File: src/rtl/ibex_fetch_bus_arbiter.sv
// Shares the instruction-bus port between fetch and aux readers, routing responses in order.
// Optional conflict-cycle counter enabled by the IBEX_FETCH_ARB_PERF_EN macro.
module ibex_fetch_bus_arbiter #(
  parameter int unsigned MaxOutstanding = 2,
  parameter int unsigned StarveLimit    = 8
) (
  input  logic        clk_i,
  input  logic        rst_ni,
  input  logic        f_req_i,
  input  logic [31:0] f_addr_i,
  output logic        f_gnt_o,
  output logic        f_rvalid_o,
  input  logic        a_req_i,
  input  logic [31:0] a_addr_i,
  output logic        a_gnt_o,
  output logic        a_rvalid_o,
  output logic [31:0] rdata_o,
  output logic        err_o,
  output logic        bus_req_o,
  output logic [31:0] bus_addr_o,
  input  logic        bus_gnt_i,
  input  logic        bus_rvalid_i,
  input  logic [31:0] bus_rdata_i,
  input  logic        bus_err_i,
  output logic [15:0] conflict_cnt_o
);

  localparam int unsigned PtrW = (MaxOutstanding > 1) ? $clog2(MaxOutstanding) : 1;
  localparam int unsigned CntW = $clog2(MaxOutstanding + 1);
  localparam int unsigned StW  = $clog2(StarveLimit + 1);
  localparam logic [PtrW-1:0] PtrMax  = PtrW'(MaxOutstanding - 1);
  localparam logic [CntW-1:0] CntFull = CntW'(MaxOutstanding);
  localparam logic [StW-1:0]  StMax   = StW'(StarveLimit);

  typedef enum logic [1:0] {LockNone, LockF, LockA} lock_state_e;

  lock_state_e lock_q, lock_d;
  logic                      sel;
  logic                      sel_req;
  logic                      bus_gnt;
  logic                      push;
  logic                      pop;
  logic                      fifo_full;
  logic                      fifo_empty;
  logic                      head_id;
  logic [MaxOutstanding-1:0] id_q;
  logic [PtrW-1:0]           wr_ptr_q;
  logic [PtrW-1:0]           rd_ptr_q;
  logic [CntW-1:0]           cnt_q;
  logic [StW-1:0]            starve_q;

  always_ff @(posedge clk_i or negedge rst_ni) begin
    if (!rst_ni) begin
      lock_q <= LockNone;
    end else begin
      lock_q <= lock_d;
    end
  end

  // An ungranted request pins the current source until the bus accepts it.
  always_comb begin
    lock_d = lock_q;
    if (bus_req_o && !bus_gnt_i) begin
      lock_d = sel ? LockA : LockF;
    end else if (bus_req_o) begin
      lock_d = LockNone;
    end
  end

  always_comb begin
    sel = 1'b0;
    case (lock_q)
      LockF:   sel = 1'b0;
      LockA:   sel = 1'b1;
      default: begin
        if (a_req_i && (starve_q == StMax)) begin
          sel = 1'b1;
        end else if (!f_req_i && a_req_i) begin
          sel = 1'b1;
        end
      end
    endcase
  end

  assign fifo_full  = (cnt_q == CntFull);
  assign fifo_empty = (cnt_q == '0);
  assign head_id    = id_q[rd_ptr_q];

  // A full FIFO blocks the bus even when a response frees a slot this cycle.
  assign sel_req    = sel ? a_req_i : f_req_i;
  assign bus_req_o  = sel_req & ~fifo_full;
  assign bus_addr_o = bus_req_o ? (sel ? a_addr_i : f_addr_i) : 32'h0;
  assign bus_gnt    = bus_gnt_i & bus_req_o;
  assign f_gnt_o    = bus_gnt & ~sel;
  assign a_gnt_o    = bus_gnt & sel;

  assign push       = bus_gnt;
  assign pop        = bus_rvalid_i & ~fifo_empty;
  assign f_rvalid_o = pop & ~head_id;
  assign a_rvalid_o = pop & head_id;
  assign rdata_o    = bus_rdata_i;
  assign err_o      = bus_err_i;

  always_ff @(posedge clk_i or negedge rst_ni) begin
    if (!rst_ni) begin
      id_q     <= '0;
      wr_ptr_q <= '0;
      rd_ptr_q <= '0;
      cnt_q    <= '0;
    end else begin
      if (push) begin
        id_q[wr_ptr_q] <= sel;
        wr_ptr_q       <= (wr_ptr_q == PtrMax) ? '0 : wr_ptr_q + 1'b1;
      end
      if (pop) begin
        rd_ptr_q <= (rd_ptr_q == PtrMax) ? '0 : rd_ptr_q + 1'b1;
      end
      if (push && !pop) begin
        cnt_q <= cnt_q + 1'b1;
      end else if (pop && !push) begin
        cnt_q <= cnt_q - 1'b1;
      end
    end
  end

  always_ff @(posedge clk_i or negedge rst_ni) begin
    if (!rst_ni) begin
      starve_q <= '0;
    end else if (!a_req_i || a_gnt_o) begin
      starve_q <= '0;
    end else if (starve_q != StMax) begin
      starve_q <= starve_q + 1'b1;
    end
  end

`ifdef IBEX_FETCH_ARB_PERF_EN
  logic [15:0] conflict_q;

  always_ff @(posedge clk_i or negedge rst_ni) begin
    if (!rst_ni) begin
      conflict_q <= '0;
    end else if (f_req_i && a_req_i && (conflict_q != 16'hFFFF)) begin
      conflict_q <= conflict_q + 16'd1;
    end
  end

  assign conflict_cnt_o = conflict_q;
`else
  assign conflict_cnt_o = 16'h0;
`endif

endmodule
File: config.mk
export PLATFORM = sky130hd
export DESIGN_NAME = ibex_fetch_bus_arbiter
export DESIGN_NICKNAME = d
export VERILOG_FILES = /design/src/rtl/ibex_fetch_bus_arbiter.sv
export SDC_FILE = /design/constraint.sdc
export NUM_CORES = 1
export LEC_CHECK = 0
export BUFFER_PORTS_ARGS = -buffer_cell sky130_fd_sc_hd__buf_4
export CAP_MARGIN = 20
export CORE_AREA = 2 2 73 75
export DETAILED_ROUTE_END_ITERATION = 8
export DIE_AREA = 0 0 75 77
export HOLD_SLACK_MARGIN = 0.12
export PLACE_DENSITY = 0.8
export SLEW_MARGIN = 20
export SYNTH_ARGS = -nofsm -noshare
export SYNTH_HDL_FRONTEND = slang
export SYNTH_SLANG_ARGS = --single-unit
File: constraint.sdc
create_clock -name clk_i -period 4.65 [get_ports clk_i]
set_input_delay 0.465 -clock clk_i [delete_from_list [all_inputs] [get_ports clk_i]]
set_output_delay 0.465 -clock clk_i [all_outputs]
set_load 0.03 [all_outputs]
==> results_dict.tcl <==
set metrics [dict create \
    io_pins 189 \
    coreArea_um2 4980 \
    initial_core_util 0.338 \
    nets 394 \
    clockPowerShare 0.087 \
    synth_edf_count 0 \
    postSynthAreaPerCell_um2 7.64 \
    switching_share 0.548 \
    grt_use_total 0.143 \
    final_cell_count_no_fill 356 \
    r2r-start "lock_q[1]" \
    grt_pass1_vias 1511 \
    total_power_mw 1.28 \
    cts_buffers 3 \
    syn-cell-area_um2 1680 \
    drv_slew 0 \
    crit_fanout 34 \
    die_x_um 75 \
    cts_root_buffer "clkbuf_8" \
    cts.path.max_buffers 2 \
    die_area_um2 5780 \
    min-delay-start "cnt_q[1]" \
    numClockSinks 12 \
    overflow 0 \
    p_int_mw 0.579 \
    r2r_slack_ps 2300 \
    p_leak_nw 1.14 \
    power_frac_seq 0.133 \
    cp.arrival_ps 2600 \
    placementRows 26 \
    die_h_um 77 \
    place_area_um2 2160 \
    critPathLaunch "lock_q[1]" \
    first_iter_violations 42 \
    max-cap-violations 0 \
    avgRoutedWirePerCell_um 12.7 \
    power_density_nw_per_um2 576 \
    antenna_found_initial 0 \
    cts_tree "done" \
    clock_latency_ps 240 \
    h-tree-depth 1 \
    grt_max_degree 37 \
    drive_above_1_share 0.528 \
    yosysSeqAreaShare 0.179 \
    synth-async-reset-ratio 1.00 \
    peakVddDrop_v 0.000539 \
    rsz0062_at_grt "false" \
    antenna_left 0 \
    drc 0 \
    vias 1545 \
    period_share 0.659 \
    setup_tns_ps 0 \
    dominantRegCellSynth "dfrtp_1" \
    finClkSkew_ps 1.76 \
    io_buffers 106 \
    yosysUniqueCellTypes 34 \
    path_clk_slew_ps 50 \
    dp.cells 351 \
    n_antenna_cell 0 \
    cp_data_required_time_ps 4180 \
    postRouteWirelength_um 4510 \
    dr.pass1.iters 4 \
    ys_warn_count 0 \
    relSlewSlack 0.342 \
    fmax_mhz 326 \
    cts_resized 0 \
    crit_path_end_kind "primary output" \
    setup_viol 0 \
    run_status "finished clean" \
    area_growth_pct 32.1 \
    via_per_inst 4.34 \
    grt_first_pass_wirelength_um 6600 \
    switchingPower_mw 0.701 \
    critPathKind "register to primary output" \
    fin_crit_ps 3060 \
    post-route-cell-area_um2 2220 \
    share_comb_of_total_power 0.779 \
    syn_inst 220 \
    tightest_slew_ps 986 \
    start_kind "register" \
    hold_viol_final 0 \
    gp_congestion 0.728 \
    ys_seq_elements 12 \
    hold_class "register to register" \
    hpwlAfterDp_um 3640 \
]
-- power by group through the flow --
| stage | Sequential, mW | Clock [mW] | Combinational [mW] |
|---|---|---|---|
| 5_1_grt | 0.175 | 0.119 | 1.07 |
| 2_1_floorplan | 0.165 | 0 | 0.826 |
| 6_report | 0.170 | 0.112 | 0.998 |
| 4_1_cts | 0.170 | 0.114 | 1.01 |
| 3_5_place_dp | 0.172 | 0 | 1.01 |
| 3_3_place_gp | 0.169 | 0 | 0.991 |
-- what timing repair did --
item | CTS | global route
hold buffers | 1 | 0
hold endpoints to repair | 12 | 0
buffers inserted | 0 | 0
-- synthesized netlist by cell type (2+ instances only) --
master | instances | area [um2]
ha_1 | 4 | 50.1
a21oi_1 | 3 | 15.0
buf_8 | 3 | 45.0
nand2_1 | 65 | 244
mux2i_1 | 4 | 40.0
a21oi_2 | 31 | 272
xnor2_1 | 3 | 26.3
nor2_1 | 7 | 26.3
buf_4 | 54 | 405
mux2_2 | 2 | 22.5
xor2_1 | 4 | 35.0
buf_2 | 3 | 15.0
dfrtp_1 | 12 | 300
nor3_1 | 3 | 15.0
inv_1 | 3 | 11.3
-- layer usage --
layer / track usage / vias to the layer above / routed length (um)
met3: 0.0223 / 6 / 364
met1: 0.141 / 682 / 1570
met5: 0 / - / 0
met4: 0.0411 / 0 / 63
met2: 0.287 / 78 / 2510
li1: - / 779 / -
-- placed cells by master, fill, tap and decap left out, drive strengths merged, types with 4 or more instances in the layout --
master / n
nor2: 7
xor2: 4
inv: 4
conb: 16
clkbuf: 4
buf: 106
a21oi: 34
mux2i: 4
dfrtp: 12
nand2: 65
ha: 4
-- registers in the layout, summed over array words and instances, names as in the netlist --
register / count
rd_ptr_q: 1
starve_q: 4
id_q: 2
wr_ptr_q: 1
lock_q: 2
cnt_q: 2
-- kinds of logic after synthesis --
kind of cell             synth area share
AO/OA/AOI/OAI                       0.204
other                             0.00223
XOR/XNOR                           0.0365
multiplexers                       0.0372
flip-flops                          0.179
buffers and inverters               0.286
adder cells (fa/ha/maj)            0.0298
AND/OR/NAND/NOR                     0.226
-- worst paths after layout --
path | cells after the start | end
worst max register to register | 6 | lock_q[0]
worst max-delay path | 6 | bus_addr_o[3]
min in group asynchronous | 2 | cnt_q[1]
max in group asynchronous | 2 | cnt_q[0]
worst min-delay path | 1 | cnt_q[1]
worst min register to register | 1 | cnt_q[1]
-- cell type report --
cell class | instances | area (um2)
fillers | 503 | 2760
multi-input cells | 159 | 957
repair buffers | 107 | 806
flip-flops and latches | 12 | 300
well taps | 70 | 87.6
clock buffers | 4 | 55.1
inverters | 4 | 15.0
-- stage by stage --
step	hold slack, ps	util	setup WS, ps
final	490	0.446	1590
after global routing	515	0.446	1410
after CTS	494	0.446	1570
after detailed placement	310	0.433	1840
after global placement	309	0.433	1930
after floorplan	169	-	2170
-- worst max-delay path: stages, from the launching register on --
cell,delay (ps)
dfrtp_1,390
ha_1,330
nand2b_4,180
a21oi_2,300
or2_2,830
a21oi_1,90
buf_4,220
Note: power is estimated with default switching activity, not from simulation.
